File: src/rtl/sipo_pkg.sv
// Shared definitions for the serial-in/parallel-out deserializer.
// SIPO_PARITY_EN adds the PARITY state for a trailing even-parity bit.
package sipo_pkg;

   localparam logic DIR_LSB_FIRST = 1'b0;
   localparam logic DIR_MSB_FIRST = 1'b1;

   typedef enum logic [1:0] {
      IDLE,
      SHIFT
`ifdef SIPO_PARITY_EN
      , PARITY
`endif
   } state_t;

endpackage

File: src/rtl/sipo_bit_counter.sv
// Counts data bits received for the current word; term flags that the
// next increment would complete the word.
module sipo_bit_counter #(
   parameter int WIDTH = 4,
   parameter int CW    = $clog2(WIDTH + 1)
) (
   input  logic clk,
   input  logic rst,
   input  logic clr,
   input  logic inc,
   output logic term
);

   logic [CW-1:0] count_q;
   logic [CW-1:0] count_d;

   // Clear wins so a flush landing on a counted bit still empties the count.
   always_comb begin
      count_d = count_q;
      if (clr) begin
         count_d = '0;
      end else if (inc) begin
         count_d = count_q + CW'(1);
      end
   end

   always_ff @(posedge clk) begin
      if (rst) begin
         count_q <= '0;
      end else begin
         count_q <= count_d;
      end
   end

   assign term = (count_q == CW'(WIDTH - 1));

endmodule

File: src/rtl/sipo_deserializer.sv
// Serial-to-parallel deserializer with a one-word output buffer and overrun pulse.
// Optional SIPO_PARITY_EN: a trailing even-parity bit per word, reported on par_err.
module sipo_deserializer
   import sipo_pkg::*;
#(
   parameter int WIDTH = 4
) (
   input  logic             clk,
   input  logic             rst,
   input  logic             sin,
   input  logic             sin_valid,
   input  logic             dir,
   input  logic             flush,
   input  logic             dout_ready,
   output logic [WIDTH-1:0] dout,
   output logic             dout_valid,
   output logic             busy,
   output logic             overrun,
   output logic             par_err
);

   localparam int CW = $clog2(WIDTH + 1);

   state_t           state_q, state_d;
   logic             dir_q, dir_d;
   logic [WIDTH-1:0] sr_q, sr_d;
   logic [WIDTH-1:0] dout_q, dout_d;
   logic             dout_valid_q, dout_valid_d;
   logic             overrun_q, overrun_d;

   logic             cnt_clr;
   logic             cnt_inc;
   logic             cnt_term;
   logic             word_done;
   logic [WIDTH-1:0] word_val;
   logic [WIDTH-1:0] shifted;

`ifdef SIPO_PARITY_EN
   logic             par_err_q, par_err_d;
   logic             word_perr;
`endif

   function automatic logic [WIDTH-1:0] shift_in(input logic [WIDTH-1:0] cur,
                                                  input logic b,
                                                  input logic d);
      if (d == DIR_MSB_FIRST) begin
         return {cur[WIDTH-2:0], b};
      end
      return {b, cur[WIDTH-1:1]};
   endfunction

   sipo_bit_counter #(
      .WIDTH (WIDTH),
      .CW    (CW)
   ) u_bit_counter (
      .clk  (clk),
      .rst  (rst),
      .clr  (cnt_clr),
      .inc  (cnt_inc),
      .term (cnt_term)
   );

   // Word assembly: the direction is latched on the first bit and used for the whole word.
   always_comb begin
      state_d   = state_q;
      dir_d     = dir_q;
      sr_d      = sr_q;
      cnt_clr   = 1'b0;
      cnt_inc   = 1'b0;
      word_done = 1'b0;
      word_val  = sr_q;
      shifted   = shift_in(sr_q, sin, dir_q);
`ifdef SIPO_PARITY_EN
      word_perr = 1'b0;
`endif
      case (state_q)
         IDLE: begin
            if (sin_valid) begin
               dir_d   = dir;
               sr_d    = shift_in('0, sin, dir);
               cnt_inc = 1'b1;
               state_d = SHIFT;
            end
         end
         SHIFT: begin
            if (sin_valid) begin
               sr_d = shifted;
               if (cnt_term) begin
                  cnt_clr = 1'b1;
`ifdef SIPO_PARITY_EN
                  state_d = PARITY;
`else
                  state_d   = IDLE;
                  word_done = 1'b1;
                  word_val  = shifted;
                  sr_d      = '0;
`endif
               end else begin
                  cnt_inc = 1'b1;
               end
            end
         end
`ifdef SIPO_PARITY_EN
         PARITY: begin
            if (sin_valid) begin
               state_d   = IDLE;
               word_done = 1'b1;
               word_val  = sr_q;
               word_perr = ^{sr_q, sin};
               sr_d      = '0;
            end
         end
`endif
         default: begin
            state_d = IDLE;
         end
      endcase

      if (flush) begin
         state_d   = IDLE;
         sr_d      = '0;
         cnt_clr   = 1'b1;
         cnt_inc   = 1'b0;
         word_done = 1'b0;
      end
   end

   // Output buffer. Handshake: a word moves downstream on any edge where
   // dout_valid and dout_ready are both high; dout is stable while dout_valid
   // is high and dout_ready is low. A word completing into a full, unconsumed
   // buffer is dropped and flagged on overrun the following cycle.
   always_comb begin
      dout_d       = dout_q;
      dout_valid_d = dout_valid_q;
      overrun_d    = 1'b0;
`ifdef SIPO_PARITY_EN
      par_err_d    = par_err_q;
`endif
      if (dout_valid_q && dout_ready) begin
         dout_valid_d = 1'b0;
      end
      if (word_done) begin
         if (!dout_valid_q || dout_ready) begin
            dout_d       = word_val;
            dout_valid_d = 1'b1;
`ifdef SIPO_PARITY_EN
            par_err_d    = word_perr;
`endif
         end else begin
            overrun_d = 1'b1;
         end
      end
   end

   always_ff @(posedge clk) begin
      if (rst) begin
         state_q      <= IDLE;
         dir_q        <= DIR_LSB_FIRST;
         sr_q         <= '0;
         dout_q       <= '0;
         dout_valid_q <= 1'b0;
         overrun_q    <= 1'b0;
`ifdef SIPO_PARITY_EN
         par_err_q    <= 1'b0;
`endif
      end else begin
         state_q      <= state_d;
         dir_q        <= dir_d;
         sr_q         <= sr_d;
         dout_q       <= dout_d;
         dout_valid_q <= dout_valid_d;
         overrun_q    <= overrun_d;
`ifdef SIPO_PARITY_EN
         par_err_q    <= par_err_d;
`endif
      end
   end

   assign dout       = dout_q;
   assign dout_valid = dout_valid_q;
   assign busy       = (state_q != IDLE);
   assign overrun    = overrun_q;
`ifdef SIPO_PARITY_EN
   assign par_err    = par_err_q;
`else
   assign par_err    = 1'b0;
`endif

endmodule
File: config.mk
export PLATFORM = sky130hd
export DESIGN_NAME = sipo_deserializer
export DESIGN_NICKNAME = d
export VERILOG_FILES = /design/src/rtl/sipo_pkg.sv /design/src/rtl/sipo_bit_counter.sv /design/src/rtl/sipo_deserializer.sv
export SDC_FILE = /design/constraint.sdc
export NUM_CORES = 1
export LEC_CHECK = 0
export ABC_AREA = 1
export BUFFER_PORTS_ARGS = -buffer_cell sky130_fd_sc_hd__clkbuf_2
export CAP_MARGIN = 25
export CORE_UTILIZATION = 55
export CTS_CLUSTER_DIAMETER = 60
export DETAILED_ROUTE_END_ITERATION = 6
export PLACE_DENSITY = 0.8
export SKIP_CTS_REPAIR_TIMING = 1
export SKIP_LAST_GASP = 1
export SLEW_MARGIN = 20
export SYNTH_ARGS = -nofsm -noshare
export SYNTH_HDL_FRONTEND = slang
export SYNTH_SLANG_ARGS = --single-unit
File: constraint.sdc
create_clock -name clk -period 1.9 [get_ports clk]
set_input_delay 0.19 -clock clk [delete_from_list [all_inputs] [get_ports clk]]
set_output_delay 0.19 -clock clk [all_outputs]
set_load 0.01 [all_outputs]
; ---- After elaboration in Yosys (flattened, before gate mapping)
; Cells that the tools add are included.
; Widths: inputs -> output; s select.
[classes]
add_sub_neg = 1
eq_ne = 5
muxes = 33
bitwise_logic = 1
n_reduce_logical = 13
[ops]
columns = cell, n
row1 = $mux 4, 10
row2 = $mux 1, 17
row3 = $pmux 4 s2, 1
row4 = $mux 2, 3
row5 = $ne 2x2->1 const B, 3
row6 = $reduce_and 3->1, 2
row7 = $reduce_or 2->1, 3
row8 = $pmux 2 s2, 1
row9 = $reduce_and 2->1, 2
row10 = $reduce_bool 2->1, 2
row11 = $add 3x1->3 const B, 1
row12 = $eq 3x2->1 const B, 1
row13 = $eq 2x1->1 const B, 1
row14 = $logic_not 2->1, 1
row15 = $pmux 1 s2, 1
row16 = $logic_and 1x1->1, 1
row17 = $logic_not 1->1, 1
row18 = $logic_or 1x1->1, 1
row19 = $not 1->1, 1
[totals]
ff_bits = 16
inputBits = 7
output_inout_bits = 8

; ---- Depth between registers and ports, before layout
; Gate-level depths: netlist of run 1.
[depth]
word_depth = 7
ltp_mapped = 7

; ---- Modules after synthesis
; A second synthesis of run 1 with hierarchy kept.
[hier_totals]
cells_unflattened = 119
area_unflattened_um2 = 760.7
[modules_own_cells]
columns = module, n_inst, cells_each, area_each_um2, seq_area_each_um2
row1 = sipo_deserializer, 1, 96, 605.6, 240.2
row2 = sipo_bit_counter, 1, 23, 155.1, 60.1

; ---- Worst setup path after synthesis of run 1
; OpenSTA, ideal clock, no wires.
[synth_timing]
path_kind = reg-to-reg
start = reg u_bit_counter.count_q[0]
end = reg u_bit_counter.count_q[0]
setup_time_ps = 116
t_arrival_ps = 1096
path_slack_ps = 689
stages_incl_launch_ff = 7
period_less_slack_ps = 1211
cell_sequence = dfxtp_1 ha_1 ha_1 a21oi_4 nand2_1 nand2_1 a21oi_1
[synth_between]
elab_chain_len = 6
[synth_rtl]
columns = item, line_no
row1 = from (decl), sipo_bit_counter.sv:14  ; logic [CW-1:0] count_q;
row2 = from (signal assigned), sipo_bit_counter.sv:31  ; count_q <= count_d;
row3 = $eq 3x2->1, sipo_bit_counter.sv:35  ; assign term = (count_q == CW'(WIDTH - 1));
row4 = $mux 1, sipo_deserializer.sv:88  ; if (cnt_term) begin
row5 = $mux 1, sipo_deserializer.sv:86  ; if (sin_valid) begin
row6 = $mux 1, sipo_deserializer.sv:76  ; case (state_q)
row7 = $mux 1, sipo_deserializer.sv:119  ; if (flush) begin
row8 = $reduce_or 2->1 (no source line), --
; Several ways; a longest one is shown, not always the timed one.
; A chain may end at the register's enable or synchronous reset.

; ---- Worst setup path after layout of run 1
[layout_timing]
start = reg u_bit_counter.count_q[0]
end = reg u_bit_counter.count_q[1]
; The elaborated chain is that of the path after synthesis.

==> results of run 1 <==
## per-stage QoR
stage	hold slack, ns	setup WS, ns
2_1_floorplan	0.259	0.689
3_3_place_gp	0.409	0.631
6_report	0.101	0.601
3_5_place_dp	0.405	0.616
4_1_cts	0.100	0.602
5_1_grt	0.116	0.494
## cell families (layout without fill, tap and decap cells)
logic type | count (synthesis) | in the layout | share of synthesized area, %
DFF | 15 | 15 | 40.3
adders and majority gates | 3 | 3 | 5.03
other | 1 | 1 | 0.503
AOI/OAI and AO/OA | 17 | 17 | 13.1
buffers and inverters | 19 | 35 | 10.1
and+or+nand+nor | 56 | 56 | 31.0
## state kept, by name, indices dropped and copies added, names as in the netlist
name	count
dout_valid	1
state_q	1
dout	4
sr_q	4
dir_q	1
u_bit_counter.count_q	3
overrun	1
## worst paths after layout
kind	startpoint	to	slack (ns)
min reg2reg	sr_q[1]$_SDFFE_PP0P_	sr_q[1]$_SDFFE_PP0P_	0.47
max	u_bit_counter.count_q[0]$_SDFFE_PP0P_	u_bit_counter.count_q[1]$_SDFFE_PP0P_	0.60
min	rst	dir_q$_SDFFE_PP0P_	0.10
max reg2reg	u_bit_counter.count_q[0]$_SDFFE_PP0P_	u_bit_counter.count_q[1]$_SDFFE_PP0P_	0.60
## worst max-delay path: stages, from the launching register on
cell,delay [ns]
dfxtp_1,0.33
ha_1,0.21
ha_1,0.23
a21oi_4,0.21
nand2_1,0.09
nand2_1,0.07
a21oi_1,0.05
## cells in the final DEF, fill, tap and decap left out
| cell type | n |
|---|---|
| a21oi_1 | 9 |
| a21oi_4 | 1 |
| a31oi_1 | 1 |
| clkbuf_2 | 13 |
| clkbuf_4 | 3 |
| clkinv_2 | 1 |
| conb_1 | 1 |
| dfxtp_1 | 15 |
| ha_1 | 3 |
| inv_1 | 17 |
| inv_2 | 1 |
| nand2_1 | 28 |
| nand3_1 | 12 |
| nand3_2 | 1 |
| nor2_1 | 15 |
| o21ai_0 | 6 |
## routing by layer
metal,routed length [um],up-vias
li1,-,384
met1,675,315
met2,629,14
met3,31,2
met4,11,0
met5,0,-
## report_power, final
group / switching, mW / internal [mW]
logic: 0.0389 / 0.0202
clock network: 0.109 / 0.0782
registers: 0.00532 / 0.320
## layout make-up
class	instances	area [um^2]
repair buffers	13	65.1
multi-input cells	77	370
clock buffers	3	22.5
flip-flops and latches	15	300
well taps	14	17.5
inverters	18	67.6
clock inverters	1	5.00
fillers	111	338
## synth_stat cells
cell      n
a31oi_1   1
inv_1    17
o21ai_0   6
nor2_1   15
a21oi_4   1
nand3_2   1
nand3_1  12
ha_1      3
inv_2     1
nand2_1  28
a21oi_1   9
buf_4     1
dfxtp_1  15
conb_1    1
==> out/metrics.cfg, run 1 <==
[global_route]
antenna_found_initial=0
met1_usage_pct=25.3
grt_pass1_wl_mm=2.18
grt_pass1_vias=582
grtUsageMet2_pct=36.7
top_usage_layer=met2
grt_max_degree=10
grt_overflow_total=0
grt_use_met3_pct=5.20
track_usage_pct=21.0

[worst_hold_path]
hp-class=in2reg
min_delay_path_depth=2

[synthesis]
synthCells=111
yosysWarnings=0
ys_seq_elements=15
syn_area_um2=746
yosysTopAreaCellShare_pct=40.3
synth.area.top_cells=dfxtp_1, nand2_1, inv_1
synth_nets=121
synth_cell_type_count=14
ys_seq_area_share_pct=40.3
synth_area_per_cell_um2=6.72
yosysTopAreaCell=dfxtp_1

[timing]
tns_ns=0
final_hold_viol_count=0
clock_skew_ns=0.00345
setup_viol=0
rsz0062_at_grt=false
period_minus_slack_ns=1.30
clock.fmax_mhz=770
drv_slew=0
fin_crit_sh_pct=68.4

[routing]
drc=0
first_pass_iters=4
dr.first_iter.drc_count=13
vias_per_cell=5.07
vias=715
finalWirelength_mm=1.35
wl_per_cell_um=9.55
ant_nets=0

[run]
max_cap_violations=0

[power_and_ir_drop]
p_leak_nw=0.415
finalPower_mw=0.571
power_density_nw_per_um2=673
ir_drop_v=0.000605

[final_layout]
syn_to_final_growth_pct=13.8
nets=138
diodes=0
drive_gt1_share_pct=15.7
final_util_pct=71.5
fin_cells=141
design_area_um2=848

[placement]
hpwl_mm=1.07
port_buffers=13
gp_congestion=0.866
dp_cells=137
postPlaceCellArea_um2=821

[clock_network]
clockBufferDepth=2
cts_tree=built
numCtsBuffers=3
cts_root_buf=clkbuf_4
clk_pin_slew_ns=0.10
clock_sinks=15
insertion_delay_ns=0.28
htree_levels=1

[status]
status=complete, no violations

[setup_path]
end_kind=flop
worstPathArrival_ns=1.48
r2r_cells=6
cp.required_ns=2.08
crit_path_start_kind=flop
worstSetupPathType=reg2reg
path_max_fanout=6

[die]
start_util_pct=62.9
chipWidth_um=38.8
die_h_um=38.8
coreArea_um2=1190
io_pins=15
fp-row-count=12
die-area_um2=1510

Power figures use the tool's default switching activity.
==> run 2: changes to the inputs <==
Settings changed: CORE_UTILIZATION 55 to 51, PLACE_DENSITY 0.8 to 0.75.
Clock period 1.9 ns to 1.2 ns, I/O delays scaled along.
==> out/metrics.cfg, run 2 (synthesized netlist as in run 1, its figures left out) <==
[timing]
final_hold_viol_count=0
clock_skew_ns=0.00575
setup_viol=3
clock.fmax_mhz=821
holdWs_ns=0.0499
worst_slack_ns=-0.0176
rsz0062_at_grt=true
drv_slew=0
fin_crit_sh_pct=101
period_minus_slack_ns=1.22

[global_route]
grt_max_degree=9
track_usage_pct=20.7
grt_overflow_total=0
grt_pass1_vias=547
grt_pass1_wl_mm=2.18
antenna_found_initial=0

[routing]
vias=709
ant_nets=0
first_pass_iters=4
finalWirelength_mm=1.50
dr.first_iter.drc_count=31
drc=0
wl_per_cell_um=10.5
vias_per_cell=4.96

[setup_path]
cp_top_family=compound AO/OA/AOI/OAI gates
critPathBufInv=0
cp_slowest_cell=dfxtp_2
regToRegSetupSlack_ns=-0.02
cp.required_ns=1.42
crit_path_frequent_cell=ha_4
path_max_fanout=6
r2r_cells=5
r2r-start=u_bit_counter.count_q[1]$_SDFFE_PP0P_
critPathMaxStageDelay_ns=0.35
worstPathCellList=ha_4, ha_4, a21oi_4, nand3_1, a21oi_1
worstSetupPathType=reg2reg
end_kind=flop
r2r-end=u_bit_counter.count_q[0]$_SDFFE_PP0P_
crit_path_start_kind=flop
worstPathArrival_ns=1.43

[clock_network]
clk_pin_slew_ns=0.09
numCtsBuffers=3
htree_levels=1
insertion_delay_ns=0.28
cts_root_buf=clkbuf_4
clock_sinks=15
cts_tree=built
clockBufferDepth=2

[final_layout]
fin_cells=143
fillers=106
most-common-layout-cells=nand2_1, inv_1, nor2_1, clkbuf_2, dfxtp_1
final_common_cell=nand2_1
nets=139
drive_gt1_share_pct=24.2
syn_to_final_growth_pct=24.3
multiInputGateArea_um2=435
regArea_um2=304
diodes=0
final_util_pct=69.5

[placement]
gp_congestion=0.791
port_buffers=13
hpwl_mm=1.10
dp_cells=139

[die]
die_h_um=40.2
die-area_um2=1620
io_pins=15
coreArea_um2=1330
start_util_pct=55.9
chipWidth_um=40.2
fp-row-count=13

[power_and_ir_drop]
netSwitchingPower_mw=0.234
internal_power_mw=0.670
p_comb_share_pct=11.2
ir_drop_v=0.000870
p_sw_share_pct=25.8
power_density_nw_per_um2=975
seqPwrFrac_pct=57.2
p_leak_nw=0.417
power_frac_clock_pct=31.6

[status]
violations=setup timing
status=finished with violations

[run]
max_cap_violations=0

[worst_hold_path]
min_delay_path_depth=2
hp-start=rst
hp-class=in2reg
min_to=dir_q$_SDFFE_PP0P_

[run 2: per-layer routing]
| layer | track usage [%] | up-vias | wire length (um) |
|---|---|---|---|
| li1 | - | 382 | - |
| met1 | 25.6 | 293 | 684 |
| met2 | 32.3 | 29 | 681 |
| met3 | 3.33 | 5 | 97 |
| met4 | 15.0 | 0 | 36 |
| met5 | 0 | - | 0 |
[run 2: worst max path at each step]
stage / end / slack (ns) / cells after the start / startpoint
4_1_cts: dout[3]$_SDFFE_PP0P_ / -0.14 / 6 / u_bit_counter.count_q[1]$_SDFFE_PP0P_
3_3_place_gp: dout[2]$_SDFFE_PP0P_ / -0.04 / 6 / u_bit_counter.count_q[1]$_SDFFE_PP0P_
2_1_floorplan: u_bit_counter.count_q[0]$_SDFFE_PP0P_ / 0.01 / 6 / u_bit_counter.count_q[0]$_SDFFE_PP0P_
3_5_place_dp: dout[3]$_SDFFE_PP0P_ / -0.12 / 6 / u_bit_counter.count_q[0]$_SDFFE_PP0P_
6_report: u_bit_counter.count_q[0]$_SDFFE_PP0P_ / -0.02 / 5 / u_bit_counter.count_q[1]$_SDFFE_PP0P_
5_1_grt: u_bit_counter.count_q[0]$_SDFFE_PP0P_ / -0.08 / 6 / u_bit_counter.count_q[1]$_SDFFE_PP0P_
[run 2: layout make-up]
class,instances,share of cell area (%)
inverters,18,7.56
well taps,15,2.02
repair buffers,14,7.83
flip-flops and latches,15,32.8
clock buffers,4,2.83
multi-input cells,77,47.0
[run 2: worst reg2reg max path, cell delays in order, from the launching register on]
cell and delay (ns):
dfxtp_2 0.35, ha_4 0.18, ha_4 0.17, a21oi_4 0.22, nand3_1 0.09, a21oi_1 0.14
[run 2: stage by stage]
step                cell area [um^2]  power (mW)  worst slack [ns]  setup TNS, ns
global placement                 830       0.618           -0.0430         -0.183
CTS                              856       0.898            -0.145          -1.02
detailed placement               830       0.619            -0.115         -0.712
floorplan                        746       0.589            0.0142              0
finish                           927       0.904           -0.0176        -0.0346
global route                     927       0.936           -0.0778         -0.372
[run 2: power by group through the flow]
stage / sequential (mW) / combinational [mW] / clock, mW
floorplan: 0.525 / 0.0642 / 0
global placement: 0.526 / 0.0925 / 0
detailed placement: 0.526 / 0.0932 / 0
CTS: 0.514 / 0.0939 / 0.290
global route: 0.518 / 0.116 / 0.303
finish: 0.517 / 0.102 / 0.285
